$ cat src/rtl/one_dim_convol_ctrl_pkg.sv
// Shared settings for the 1-D convolution datapath: default sizes and the line controller state encoding.
package one_dim_convol_ctrl_pkg;
   localparam int DFLT_DATA_SIZE      = 16;
   localparam int DFLT_WINDOW_SIZE    = 8;
   localparam int DFLT_LINE_LENGTH    = 256;
   localparam int DFLT_KERNEL_LATENCY = 8;

   typedef enum logic [2:0] {IDLE, LOAD, RUN, FLUSH, DRAIN} ctrl_state_t;
endpackage

$ cat src/rtl/one_dim_convol_ctrl_if.sv
// Sample input handshake plus the kernel-facing bus of the line controller.
interface one_dim_convol_ctrl_if
   import one_dim_convol_ctrl_pkg::*;
#(
   parameter int DATA_SIZE   = DFLT_DATA_SIZE,
   parameter int WINDOW_SIZE = DFLT_WINDOW_SIZE
) ();
   logic [DATA_SIZE-1:0]                  in_data;
   logic                                  in_valid;
   logic                                  in_ready;
   logic [DATA_SIZE-1:0]                  kernel_data;
   logic                                  kernel_enable;
   logic [WINDOW_SIZE-1:0][DATA_SIZE-1:0] kernel_coeff;
   logic                                  kernel_out_valid;

   modport master (
      input  in_data, in_valid, kernel_out_valid,
      output in_ready, kernel_data, kernel_enable, kernel_coeff
   );

   modport slave (
      output in_data, in_valid, kernel_out_valid,
      input  in_ready, kernel_data, kernel_enable, kernel_coeff
   );
endinterface

$ cat src/rtl/one_dim_convol_coeff_bank.sv
// Double-buffered tap store: software writes the shadow bank at any time, and a pending
// commit copies shadow into the active bank only when the controller sits in LOAD.
module one_dim_convol_coeff_bank
   import one_dim_convol_ctrl_pkg::*;
#(
   parameter int DATA_SIZE   = DFLT_DATA_SIZE,
   parameter int WINDOW_SIZE = DFLT_WINDOW_SIZE,
   parameter int ADDR_W      = 3
) (
   input  logic                                  clk,
   input  logic                                  reset_n,
   input  logic                                  wr_en,
   input  logic [ADDR_W-1:0]                     wr_addr,
   input  logic [DATA_SIZE-1:0]                  wr_data,
   input  logic                                  commit,
   input  logic                                  load,
   output logic [WINDOW_SIZE-1:0][DATA_SIZE-1:0] active
);
   typedef logic [WINDOW_SIZE-1:0][DATA_SIZE-1:0] bank_t;

   bank_t shadow_q, shadow_d;
   bank_t active_q, active_d;
   logic  pending_q, pending_d;
   logic  copy;

   assign copy = load && pending_q;

   // The copy reads shadow_q, so a write in the LOAD cycle lands in shadow only.
   always_comb begin
      shadow_d = shadow_q;
      if (wr_en) begin
         shadow_d[wr_addr] = wr_data;
      end
      active_d  = copy ? shadow_q : active_q;
      pending_d = pending_q;
      if (copy) begin
         pending_d = 1'b0;
      end
      if (commit) begin
         pending_d = 1'b1;
      end
   end

   always_ff @(posedge clk or negedge reset_n) begin
      if (!reset_n) begin
         shadow_q  <= '0;
         active_q  <= '0;
         pending_q <= 1'b0;
      end else begin
         shadow_q  <= shadow_d;
         active_q  <= active_d;
         pending_q <= pending_d;
      end
   end

   assign active = active_q;
endmodule

$ cat src/rtl/one_dim_convol_ctrl.sv
// Line sequencer: forwards LINE_LENGTH samples to the kernel, appends WINDOW_SIZE-1 zeros,
// then counts kernel outputs until the line is complete or the drain watchdog expires.
module one_dim_convol_ctrl
   import one_dim_convol_ctrl_pkg::*;
#(
   parameter int DATA_SIZE      = DFLT_DATA_SIZE,
   parameter int WINDOW_SIZE    = DFLT_WINDOW_SIZE,
   parameter int LINE_LENGTH    = DFLT_LINE_LENGTH,
   parameter int KERNEL_LATENCY = DFLT_KERNEL_LATENCY,
   localparam int ADDR_W        = (WINDOW_SIZE > 1) ? $clog2(WINDOW_SIZE) : 1
) (
   input  logic                 clk,
   input  logic                 reset_n,
   input  logic                 start,
   input  logic                 coeff_wr_en,
   input  logic [ADDR_W-1:0]    coeff_wr_addr,
   input  logic [DATA_SIZE-1:0] coeff_wr_data,
   input  logic                 coeff_commit,
   one_dim_convol_ctrl_if.master kif,
   output logic                 busy,
   output logic                 line_done,
   output logic                 error
);
   localparam int TOTAL = LINE_LENGTH + WINDOW_SIZE - 1;
   localparam int SCW   = $clog2(LINE_LENGTH + 1);
   localparam int FCW   = $clog2(WINDOW_SIZE + 1);
   localparam int OCW   = $clog2(TOTAL + 1);
   localparam int TCW   = $clog2(2 * KERNEL_LATENCY + 1);

   localparam logic [SCW-1:0] SAMPLE_LAST  = SCW'(LINE_LENGTH - 1);
   localparam logic [FCW-1:0] FLUSH_LAST   = FCW'(WINDOW_SIZE - 2);
   localparam logic [OCW-1:0] OUT_LAST     = OCW'(TOTAL - 1);
   localparam logic [TCW-1:0] TIMEOUT_LAST = TCW'(2 * KERNEL_LATENCY - 1);

   ctrl_state_t          state_q, state_d;
   logic [SCW-1:0]       sample_cnt_q, sample_cnt_d;
   logic [FCW-1:0]       flush_cnt_q, flush_cnt_d;
   logic [OCW-1:0]       out_cnt_q, out_cnt_d;
   logic [TCW-1:0]       tmo_cnt_q, tmo_cnt_d;
   logic [DATA_SIZE-1:0] kernel_data_q, kernel_data_d;
   logic                 kernel_enable_q, kernel_enable_d;
   logic                 line_done_q, line_done_d;
   logic                 error_q, error_d;

   logic accept, start_ok, counting, out_hit, timeout_hit;

   assign accept      = kif.in_valid && (state_q == RUN);
   assign start_ok    = start && (state_q == IDLE);
   assign counting    = (state_q != IDLE);
   assign out_hit     = counting && kif.kernel_out_valid && (out_cnt_q == OUT_LAST);
   assign timeout_hit = (state_q == DRAIN) && !kif.kernel_out_valid && (tmo_cnt_q == TIMEOUT_LAST);

   one_dim_convol_coeff_bank #(
      .DATA_SIZE   (DATA_SIZE),
      .WINDOW_SIZE (WINDOW_SIZE),
      .ADDR_W      (ADDR_W)
   ) u_coeff_bank (
      .clk     (clk),
      .reset_n (reset_n),
      .wr_en   (coeff_wr_en),
      .wr_addr (coeff_wr_addr),
      .wr_data (coeff_wr_data),
      .commit  (coeff_commit),
      .load    (state_q == LOAD),
      .active  (kif.kernel_coeff)
   );

   always_ff @(posedge clk or negedge reset_n) begin
      if (!reset_n) begin
         state_q <= IDLE;
      end else begin
         state_q <= state_d;
      end
   end

   always_comb begin
      state_d = state_q;
      case (state_q)
         IDLE:    if (start) state_d = LOAD;
         LOAD:    state_d = RUN;
         RUN:     if (accept && (sample_cnt_q == SAMPLE_LAST))
                     state_d = (WINDOW_SIZE > 1) ? FLUSH : DRAIN;
         FLUSH:   if (flush_cnt_q == FLUSH_LAST) state_d = DRAIN;
         DRAIN:   if (timeout_hit) state_d = IDLE;
         default: state_d = IDLE;
      endcase
      // Completion wins over every other transition, whatever phase the line is in.
      if (out_hit) begin
         state_d = IDLE;
      end
   end

   always_comb begin
      kif.in_ready = (state_q == RUN);
      busy         = (state_q != IDLE);
   end

   always_comb begin
      sample_cnt_d    = sample_cnt_q;
      flush_cnt_d     = flush_cnt_q;
      out_cnt_d       = out_cnt_q;
      tmo_cnt_d       = '0;
      kernel_data_d   = kernel_data_q;
      kernel_enable_d = 1'b0;
      line_done_d     = out_hit;
      error_d         = error_q;

      if (start_ok) begin
         error_d      = 1'b0;
         sample_cnt_d = '0;
         flush_cnt_d  = '0;
         out_cnt_d    = '0;
      end
      if ((start && !start_ok) || timeout_hit) begin
         error_d = 1'b1;
      end
      if (accept) begin
         kernel_data_d   = kif.in_data;
         kernel_enable_d = 1'b1;
         sample_cnt_d    = sample_cnt_q + SCW'(1);
      end
      if (state_q == FLUSH) begin
         kernel_data_d   = '0;
         kernel_enable_d = 1'b1;
         flush_cnt_d     = flush_cnt_q + FCW'(1);
      end
      if (counting && kif.kernel_out_valid) begin
         out_cnt_d = out_cnt_q + OCW'(1);
      end
      if ((state_q == DRAIN) && !kif.kernel_out_valid) begin
         tmo_cnt_d = tmo_cnt_q + TCW'(1);
      end
   end

   always_ff @(posedge clk or negedge reset_n) begin
      if (!reset_n) begin
         sample_cnt_q    <= '0;
         flush_cnt_q     <= '0;
         out_cnt_q       <= '0;
         tmo_cnt_q       <= '0;
         kernel_data_q   <= '0;
         kernel_enable_q <= 1'b0;
         line_done_q     <= 1'b0;
         error_q         <= 1'b0;
      end else begin
         sample_cnt_q    <= sample_cnt_d;
         flush_cnt_q     <= flush_cnt_d;
         out_cnt_q       <= out_cnt_d;
         tmo_cnt_q       <= tmo_cnt_d;
         kernel_data_q   <= kernel_data_d;
         kernel_enable_q <= kernel_enable_d;
         line_done_q     <= line_done_d;
         error_q         <= error_d;
      end
   end

   assign kif.kernel_data   = kernel_data_q;
   assign kif.kernel_enable = kernel_enable_q;
   assign line_done         = line_done_q;
   assign error             = error_q;
endmodule

$ cat src/flat_wrapper.sv
// flat-port wrapper written by rule: the top's interface ports become plain ports
module one_dim_convol_ctrl_flat import one_dim_convol_ctrl_pkg::*;
#(
   parameter int DATA_SIZE      = DFLT_DATA_SIZE,
   parameter int WINDOW_SIZE    = DFLT_WINDOW_SIZE,
   parameter int LINE_LENGTH    = DFLT_LINE_LENGTH,
   parameter int KERNEL_LATENCY = DFLT_KERNEL_LATENCY,
   localparam int ADDR_W        = (WINDOW_SIZE > 1) ? $clog2(WINDOW_SIZE) : 1
)
  (clk, reset_n, start, coeff_wr_en, coeff_wr_addr, coeff_wr_data, coeff_commit, busy, line_done, error, kif_in_data, kif_in_valid, kif_kernel_out_valid, kif_in_ready, kif_kernel_data, kif_kernel_enable, kif_kernel_coeff);
  one_dim_convol_ctrl_if #(.DATA_SIZE(DATA_SIZE), .WINDOW_SIZE(WINDOW_SIZE)) kif_i ();
  input  logic clk;
  input  logic reset_n;
  input  logic start;
  input  logic coeff_wr_en;
  input  logic [ADDR_W-1:0] coeff_wr_addr;
  input  logic [DATA_SIZE-1:0] coeff_wr_data;
  input  logic coeff_commit;
  output logic busy;
  output logic line_done;
  output logic error;
  input wire logic [$bits(kif_i.in_data)-1:0] kif_in_data;
  input wire logic [$bits(kif_i.in_valid)-1:0] kif_in_valid;
  input wire logic [$bits(kif_i.kernel_out_valid)-1:0] kif_kernel_out_valid;
  output wire logic [$bits(kif_i.in_ready)-1:0] kif_in_ready;
  output wire logic [$bits(kif_i.kernel_data)-1:0] kif_kernel_data;
  output wire logic [$bits(kif_i.kernel_enable)-1:0] kif_kernel_enable;
  output wire logic [$bits(kif_i.kernel_coeff)-1:0] kif_kernel_coeff;
  assign kif_i.in_data = kif_in_data;
  assign kif_i.in_valid = kif_in_valid;
  assign kif_i.kernel_out_valid = kif_kernel_out_valid;
  assign kif_in_ready = kif_i.in_ready;
  assign kif_kernel_data = kif_i.kernel_data;
  assign kif_kernel_enable = kif_i.kernel_enable;
  assign kif_kernel_coeff = kif_i.kernel_coeff;
  one_dim_convol_ctrl #(.DATA_SIZE(DATA_SIZE), .WINDOW_SIZE(WINDOW_SIZE), .LINE_LENGTH(LINE_LENGTH), .KERNEL_LATENCY(KERNEL_LATENCY)) u_core (.clk(clk), .reset_n(reset_n), .start(start), .coeff_wr_en(coeff_wr_en), .coeff_wr_addr(coeff_wr_addr), .coeff_wr_data(coeff_wr_data), .coeff_commit(coeff_commit), .kif(kif_i), .busy(busy), .line_done(line_done), .error(error));
endmodule
$ cat config.mk
export PLATFORM = sky130hd
export DESIGN_NAME = one_dim_convol_ctrl_flat
export DESIGN_NICKNAME = d
export VERILOG_FILES = /design/src/rtl/one_dim_convol_ctrl_pkg.sv /design/src/rtl/one_dim_convol_ctrl_if.sv /design/src/rtl/one_dim_convol_coeff_bank.sv /design/src/rtl/one_dim_convol_ctrl.sv /design/src/flat_wrapper.sv
export SDC_FILE = /design/constraint.sdc
export NUM_CORES = 1
export LEC_CHECK = 0
export ABC_AREA = 0
export CELL_PAD_IN_SITES_DETAIL_PLACEMENT = 1
export CELL_PAD_IN_SITES_GLOBAL_PLACEMENT = 2
export CORE_AREA = 2 2 181 183
export CTS_CLUSTER_DIAMETER = 200
export DETAILED_ROUTE_END_ITERATION = 6
export DIE_AREA = 0 0 183 185
export PLACE_DENSITY = 0.75
export SLEW_MARGIN = 30
export SYNTH_ARGS = -nofsm -noshare
export SYNTH_HDL_FRONTEND = slang
export SYNTH_SLANG_ARGS = --single-unit
$ cat constraint.sdc
create_clock -name clk -period 2.4 [get_ports clk]
set_input_delay 0.6 -clock clk [delete_from_list [all_inputs] [get_ports clk]]
set_output_delay 0.6 -clock clk [all_outputs]
set_load 0.1 [all_outputs]
==> results of run 1 <==
[per-stage QoR]
stage | util (%) | hold slack (ns) | instances | instance area, µm² | setup slack [ns]
finish | 47.77 | 0.4613 | 1402 | 15300 | 0.09329
CTS | 47.77 | 0.4650 | 1402 | 15300 | 0.06131
detailed placement | 44.00 | 0.4595 | 1338 | 14100 | 0.03411
global route | 47.77 | 0.4904 | 1402 | 15300 | 0.03622
floorplan | - | 0.3044 | 752 | 11950 | 0.3648
global placement | 44.00 | 0.4516 | 1338 | 14100 | 0.06427
[layer usage]
layer / share of wire [%] / global-route usage [%]
met5: 0 / 0
met3: 6.0 / 4.326
met2: 47 / 27.06
met1: 46 / 22.82
met4: 1.6 / 3.744
[synth_stat cells (3+ instances only)]
cell type | count | area, µm²
a22o_1 | 18 | 157.7
nand3_1 | 14 | 70.07
o21ai_0 | 8 | 40.04
buf_4 | 4 | 30.03
mux2_1 | 111 | 1250
nor3_1 | 3 | 15.01
clkbuf_1 | 4 | 15.01
o41ai_1 | 5 | 43.79
inv_1 | 11 | 41.29
buf_2 | 16 | 80.08
buf_6 | 13 | 146.4
o311ai_0 | 4 | 35.03
mux2i_1 | 4 | 40.04
nand4_1 | 3 | 18.77
nor2_1 | 9 | 33.78
nand2_1 | 11 | 41.29
and3_1 | 4 | 25.02
a211o_1 | 3 | 26.28
ha_1 | 8 | 100.1
nor3b_1 | 4 | 30.03
nand4b_1 | 3 | 26.28
mux2_2 | 146 | 1644
xnor2_1 | 4 | 35.03
dfrtp_1 | 306 | 7657
[worst min-delay path by stage]
stage,startpoint,end,slack [ns],cells past startpoint
5_1_grt,u_core.tmo_cnt_q[0],u_core.tmo_cnt_q[0],0.49,1
3_5_place_dp,u_core.tmo_cnt_q[0],u_core.tmo_cnt_q[0],0.46,1
3_3_place_gp,u_core.tmo_cnt_q[0],u_core.tmo_cnt_q[0],0.45,1
4_1_cts,u_core.tmo_cnt_q[0],u_core.tmo_cnt_q[0],0.46,1
2_1_floorplan,reset_n,u_core.error,0.30,0
6_report,u_core.tmo_cnt_q[0],u_core.tmo_cnt_q[0],0.46,1
[sequential cells by signal, summed over array words and instances, names as in the netlist, 3 cells and up]
name	flops
u_core.u_coeff_bank.active	128
u_core.u_coeff_bank.shadow_q	128
u_core.kif.kernel_data	16
u_core.out_cnt_q	9
u_core.sample_cnt_q	9
u_core.tmo_cnt_q	5
u_core.flush_cnt_q	4
u_core.state_q	3
[critical path: cells and delay by family (launching register included)]
family        cells  cell delay (ns)
simple gates      1             0.40
flops             1             0.42
buf+inv           2             0.39
[what timing repair did]
action                                  CTS  global route
endpoints found under the hold margin    27             0
hold buffers                              1             0
resized for setup                         0             0
buffers inserted                          0             0
endpoints found under the setup margin    0             0
[area by class of cell]
type                    instances  area share, %
multi-input cells             397          25.96
clock inverters                11         0.9483
clock buffers                  52          6.867
inverters                      11         0.2698
repair buffers                217          12.59
flip-flops and latches        306          50.03
well taps                     408          3.336
[cell families (layout without fill, tap and decap cells)]
family / after synthesis / in the layout / synth area share (%)
flip-flops: 306 / 306 / 64.12
multiplexers: 261 / 261 / 24.57
AND/OR/NAND/NOR: 71 / 71 / 3.856
AO/OA/AOI/OAI: 52 / 52 / 3.500
buffers and inverters: 49 / 291 / 2.745
adder cells (fa/ha/maj): 8 / 8 / 0.8383
XOR/XNOR: 5 / 5 / 0.3667
==> run summary, run 1 <==
Unrepaired setup endpoints after global routing = no
Largest net degree at the start of global routing = 81
DR WL/cell = 19.71 µm
Critical-path maximum fanout = 9
Antenna violations before repair = 0
Period utilization = 96.11%
CP max stage delay = 0.42 ns
Ports = 191
Synth async-reset ratio = 100.0%
Reg-to-reg endpoint = u_core.u_coeff_bank.active[31]
Worst Hold Class = reg -> reg
Synth Warn # = 0
Num rows = 66
Crit path launch = u_core.state_q[0]
Syn Std Cell Area = 11940 µm²
Final-layout fill cell count = 3164
Root buffer cell = clkbuf_16
Multi-input logic area = 3973 µm²
GRT Util Overall = 16.76%
Syn nets = 802
Critical Path RT = 1.80 ns
End of the critical path = busy
Crit path time final = 2.307 ns
FF-to-FF path depth = 4
Yosys cell types = 52
Cells after Synth = 752
Final Hold Fails = 0
Congestion Overflow GR = 0
Fin nets = 1018
Slew @ Worst Pin = 0.9238 ns
Syn Area/Cell = 15.88 µm²
Routability Congestion = 0.7373
Post-DP HPWL = 18.38 mm
Max-slew headroom = 38.04%
CP Data Arrival Time = 1.71 ns
Port Buffers = 190
Full die area = 33860 µm²
Initial Util = 37.27%
Number of global-route vias before repair = 7466
Clock Path Buffers = 3
Initial DRC count = 279
H-tree Lvls = 2
Clock Sinks = 306
Die Ht = 185 µm
Most common cell after layout, fill and taps aside = dfrtp_1
Kind of critical path = reg -> out
TNS Setup = 0 ns
Via/cell ratio = 4.988
FF-to-FF setup slack = 0.44 ns
Worst r2r src = u_core.state_q[0]
Post-route ant nets = 0
Fmax = 433.5 MHz
Number of diodes = 0
WL final = 27.63 mm
Worst Skew = 0.01566 ns
Critical path capture point type = output port
Area Growth Syn to Fin = 28.16%
Max Slew Vio Count = 0
Share of cells above drive strength 1 = 39.24%
Post-synth EDFFs = 0
Most frequent cells in the layout = dfrtp_1 (306), buf_4 (160), mux2_2 (146)
Setup-failing EPs final = 0
Core Area = 32040 µm²
Critical-path top delay cell = dfrtp_1
Status = finished, final reports clean
Chip Width = 183 µm
Sequential cell area fraction in the yosys report = 64.12%
Register Area = 7657 µm²
Number of max-cap violations = 0
Synth Flop Type = dfrtp_1
Crit-path cells = buf_4 > or3_1 > buf_12
Skew-Pair Late Insertion Delay = 0.51 ns
CTS tree = yes
DRC = 0
Startpoint class of the critical path = flop
Clock buffer count from CTS = 35
Via count = 6993
First-pass DRT Iterations = 6
Post-synthesis register bit count = 306
First-pass GRT wire length = 44.04 mm
CTS clk-pin slew, worst paths = 0.06 ns
Power of run 1 is not shown: default switching activity piles up to over one toggle a cycle in this logic, so the estimate is an artifact.
==> run 2, diff against run 1 <==
- CORE_AREA: 2 2 181 183 -> 3 3 182 184
- DIE_AREA: 0 0 183 185 -> 0 0 185 187
- PLACE_DENSITY: 0.75 -> 0.84
==> run 2 against run 1 <==
  * Die area is 2.2% higher
  * Setup slack improved by 0.038 ns
  * Sequential share of layout area grew 0.082 points
  * Clock skew is essentially flat
  * Hold slack worse by 0.40 ns
  * Via count rose by 1.1%
  * Largest cell class unchanged
  * Sequential cell count unchanged
  * Clock-buffer cell count is 1 higher
  * Critical endpoint unchanged
==> run summary, run 2 (synthesis results as in run 1) <==
Status = finished, final reports clean (unchanged)
Worst Skew = 0.01519 ns (was 0.01566 ns)
Post-route ant nets = 0 (unchanged)
Largest net degree at the start of global routing = 65 (was 81)
CTS clk-pin slew, worst paths = 0.06 ns (about the same)
Critical-path maximum fanout = 13 (was 9)
Critical Path RT = 1.80 ns (about the same)
Num rows = 65 (was 66)
Post-DP Area = 14210 µm² (was 14100 µm²)
Unrepaired setup endpoints after global routing = no (unchanged)
CP Data Arrival Time = 1.67 ns (was 1.71 ns)
Clock Path Buffers = 3 (unchanged)
Post-Layout Inst Area = 15280 µm² (was 15300 µm²)
Setup-failing EPs final = 0 (unchanged)
Max-slew headroom = 36.81% (was 38.04%)
Chip Width = 185 µm (was 183 µm)
Ports = 191 (unchanged)
Setup Buffers After CTS = 0 (unchanged)
Hold Buf Count CTS = 0 (was 1)
Congestion Overflow GR = 0 (unchanged)
Kind of critical path = reg -> out (unchanged)
FF-to-FF path depth = 4 (unchanged)
CTS tree = yes (unchanged)
GRT Util Overall = 16.33% (was 16.76%)
Clock Sinks = 306 (unchanged)
TNS Setup = 0 ns (unchanged)
Number of global-route vias before repair = 7662 (was 7466)
Most common cell after layout, fill and taps aside = dfrtp_1 (unchanged)
Final Hold Fails = 0 (unchanged)
Antenna violations before repair = 0 (unchanged)
First-pass GRT wire length = 44.58 mm (was 44.04 mm)
Worst Hold Class = in -> async (was reg -> reg)
Max Slew Vio Count = 0 (unchanged)
Final Hold Slack = 0.05926 ns (was 0.4613 ns)
Fmax = 440.7 MHz (was 433.5 MHz)
Core Area = 31560 µm² (was 32040 µm²)
Worst r2r src = u_core.state_q[2] (was u_core.state_q[0])
Reg-to-reg endpoint = u_core.u_coeff_bank.active[6] (was u_core.u_coeff_bank.active[31])
Clock buffer count from CTS = 35 (unchanged)
Initial DRC count = 253 (was 279)
Startpoint class of the critical path = flop (unchanged)
Via/cell ratio = 5.056 (was 4.988)
DRC = 0 (unchanged)
Critical path capture point type = output port (unchanged)
FF-to-FF setup slack = 0.33 ns (was 0.44 ns)
Routability Congestion = 0.7358 (was 0.7373)
Die Ht = 187 µm (was 185 µm)
Full die area = 34600 µm² (was 33860 µm²)
Most frequent cells in the layout = dfrtp_1 (306), buf_4 (163), mux2_2 (146) (was dfrtp_1 (306), buf_4 (160), mux2_2 (146))
Slew @ Worst Pin = 0.9422 ns (was 0.9238 ns)
Post-DP HPWL = 19.43 mm (was 18.38 mm)
Number of max-cap violations = 0 (unchanged)
H-tree Lvls = 2 (unchanged)
Root buffer cell = clkbuf_16 (unchanged)
Skew-Pair Late Insertion Delay = 0.50 ns (was 0.51 ns)
Initial Util = 37.84% (was 37.27%)
Crit path launch = u_core.state_q[2] (was u_core.state_q[0])
Post-CTS Resized = 0 (unchanged)
WL final = 28.53 mm (was 27.63 mm)
Share of cells above drive strength 1 = 39.12% (was 39.24%)
Final Util = 48.42% (was 47.77%)
Period utilization = 94.55% (was 96.11%)
DR WL/cell = 20.39 µm (was 19.71 µm)
Port Buffers = 190 (unchanged)
First-pass DRT Iterations = 4 (was 6)
Number of diodes = 0 (unchanged)
Area Growth Syn to Fin = 27.96% (was 28.16%)
Final-layout fill cell count = 3117 (was 3164)
Crit path time final = 2.269 ns (was 2.307 ns)
Fin nets = 1024 (was 1018)
Via count = 7073 (was 6993)
==> run 2: worst max path at each step <==
| stage | endpoint |
|---|---|
| 4_1_cts | busy |
| 5_1_grt | busy |
| 3_3_place_gp | u_core.u_coeff_bank.shadow_q[72] |
| 3_5_place_dp | u_core.u_coeff_bank.shadow_q[70] |
| 2_1_floorplan | kif_in_ready |
| 6_report | busy |
==> run 2: metrics by stage <==
step / std cells / setup WS, ns
global placement: 1339 / 0.1096
detailed placement: 1339 / 0.04973
global route: 1399 / 0.05201
floorplan: 752 / 0.3648
finish: 1399 / 0.1309
CTS: 1399 / 0.1019
==> run 2: worst max-delay path, cell delays in order, from the launching register on <==
cell and delay (ns):
dfrtp_1 0.37, buf_4 0.19, or3_1 0.43, buf_12 0.19
==> run 2: area by class of cell <==
class / count / area, µm² / area share [%]
tap: 402 / 503.0 / 3.292
inverter: 11 / 41.29 / 0.2702
clock buffer: 53 / 1013 / 6.633
clock inverter: 7 / 60.06 / 0.3931
timing repair buffer: 223 / 2019 / 13.22
multi-input combinational: 397 / 3985 / 26.08
sequential: 306 / 7657 / 50.11
==> run 2: routing by layer <==
layer / routed length, µm / track usage [%] / part of all wire [%]
met1: 12400 / 21.34 / 43
met2: 13860 / 27.60 / 49
met3: 1829 / 4.259 / 6.4
met4: 439 / 3.203 / 1.5
met5: 0 / 0 / 0
Power of run 2 is left out for the same reason.
==> run 3, diff against run 2 <==
- CAP_MARGIN: unset -> 20
- CTS_CLUSTER_SIZE: unset -> 25
==> run 3 against run 2 <==
  * Clock skew rose by 0.0078 ns
  * Cell area decreased by 4.1%
  * Clock-buffer cell count decreased by 36
  * Sequential share of layout area is 2.1 points higher
==> run summary, run 3 (synthesis results as in run 1) <==
Status = finished, final reports clean (unchanged)
Ports = 191 (unchanged)
Max-slew headroom = 37.13% (was 36.81%)
Fin nets = 1005 (was 1024)
TNS Setup = 0 ns (unchanged)
Post-DP HPWL = 19.43 mm (unchanged)
Critical path capture point type = output port (unchanged)
Congestion Overflow GR = 0 (unchanged)
Max Slew Vio Count = 0 (unchanged)
Period utilization = 95.50% (was 94.55%)
H-tree Lvls = 1 (was 2)
Metal3 WL = 1.579 mm (was 1.829 mm)
DRC = 0 (unchanged)
Critical-path maximum fanout = 13 (unchanged)
Chip Width = 185 µm (unchanged)
Initial DRC count = 314 (was 253)
Clock Sinks = 306 (unchanged)
Area Growth Syn to Fin = 22.70% (was 27.96%)
Initial Util = 37.84% (unchanged)
Unrepaired setup endpoints after global routing = no (unchanged)
Root buffer cell = clkbuf_16 (unchanged)
Clock buffer count from CTS = 16 (was 35)
Met2 routed WL = 13.47 mm (was 13.86 mm)
Crit path time final = 2.292 ns (was 2.269 ns)
M1 WL = 12.28 mm (was 12.40 mm)
Final Hold Fails = 0 (unchanged)
Post-Layout Inst Area = 14650 µm² (was 15280 µm²)
Critical-path top delay cell = or3_1 (unchanged)
Num rows = 65 (unchanged)
Top sig layer = met4 (unchanged)
FF-to-FF path depth = 4 (unchanged)
Core Area = 31560 µm² (unchanged)
GRT Util Overall = 15.70% (was 16.33%)
Skew-Pair Late Insertion Delay = 0.50 ns (about the same)
Post-CTS Resized = 0 (unchanged)
CTS tree = yes (unchanged)
Post-route ant nets = 0 (unchanged)
CP delay by family, top = simple AND/OR/NAND/NOR gates (unchanged)
Via/cell ratio = 5.066 (was 5.056)
Number of diodes = 0 (unchanged)
Antenna violations before repair = 0 (unchanged)
Fmax = 436.3 MHz (was 440.7 MHz)
CP Data Arrival Time = 1.69 ns (was 1.67 ns)
FF-to-FF setup slack = 0.32 ns (was 0.33 ns)
CTS clk-pin slew, worst paths = 0.10 ns (was 0.06 ns)
Number of max-cap violations = 0 (unchanged)
CP max stage delay = 0.43 ns (about the same)
Setup Buffers After CTS = 0 (unchanged)
First-pass DRT Iterations = 4 (unchanged)
Number of global-route vias before repair = 7480 (was 7662)
Die Ht = 187 µm (unchanged)
Post-DP Area = 14210 µm² (unchanged)
Crit-path cells = buf_4 > or3_1 > buf_12 (unchanged)
Worst Skew = 0.02296 ns (was 0.01519 ns)
Slew @ Worst Pin = 0.9375 ns (was 0.9422 ns)
Port Buffers = 190 (unchanged)
Kind of critical path = reg -> out (unchanged)
Critical Path RT = 1.80 ns (about the same)
Largest net degree at the start of global routing = 65 (unchanged)
WL final = 27.66 mm (was 28.53 mm)
Via count = 6875 (was 7073)
Most frequent cells in the layout = dfrtp_1 (306), buf_4 (163), mux2_2 (146) (unchanged)
Startpoint class of the critical path = flop (unchanged)
Clock Path Buffers = 3 (unchanged)
DR WL/cell = 20.38 µm (was 20.39 µm)
Reg-to-reg endpoint = u_core.u_coeff_bank.active[98] (was u_core.u_coeff_bank.active[6])
Most common cell after layout, fill and taps aside = dfrtp_1 (unchanged)
Setup-failing EPs final = 0 (unchanged)
Hold Buf Count CTS = 0 (unchanged)
Worst r2r src = u_core.state_q[2] (unchanged)
First-pass GRT wire length = 43.20 mm (was 44.58 mm)
Full die area = 34600 µm² (unchanged)
Final Hold Slack = 0.05020 ns (was 0.05926 ns)
Routability Congestion = 0.7358 (unchanged)
Worst Hold Class = in -> async (unchanged)
WP buf/inv = 2 (unchanged)
Share of cells above drive strength 1 = 37.59% (was 39.12%)
run 3: changes by cell type in the layout (fill, tap and decap cells not counted), sizes merged:
cell,previous run,this run
clkbuf,53,17
clkinv,6,0
clkinvlp,1,0
inv,11,12
run 3: worst max path at each step:
stage	slack (ns)	end	startpoint	cells past startpoint
finish	0.11	busy	u_core.state_q[2]	3
global route	0.02	busy	u_core.state_q[2]	3
CTS	0.08	busy	u_core.state_q[2]	3
detailed placement	0.05	u_core.u_coeff_bank.shadow_q[70]	coeff_wr_addr[2]	4
global placement	0.11	u_core.u_coeff_bank.shadow_q[72]	coeff_wr_addr[2]	4
floorplan	0.36	kif_in_ready	u_core.state_q[1]	2
run 3: per-layer routing:
layer	global-route usage, %	vias to the layer above
met4	2.569	0
met5	0	-
met2	26.78	148
li1	-	3095
met3	3.423	22
met1	20.97	3610
run 3: metrics by stage:
step	worst slack [ns]	std cells	utilization, %
floorplan	0.3648	752	-
global placement	0.1096	1339	45.02
detailed placement	0.04973	1339	45.02
CTS	0.07550	1357	46.43
global route	0.01996	1357	46.43
finish	0.1080	1357	46.43
run 3: layout make-up:
class	instances	area [µm²]
clock inverter	1	20.02
inverter	11	41.29
tap	402	503.0
sequential	306	7657
timing repair buffer	223	2019
clock buffer	17	425.4
multi-input combinational	397	3985
fill	3131	16900
Power of run 3 is left out for the same reason.
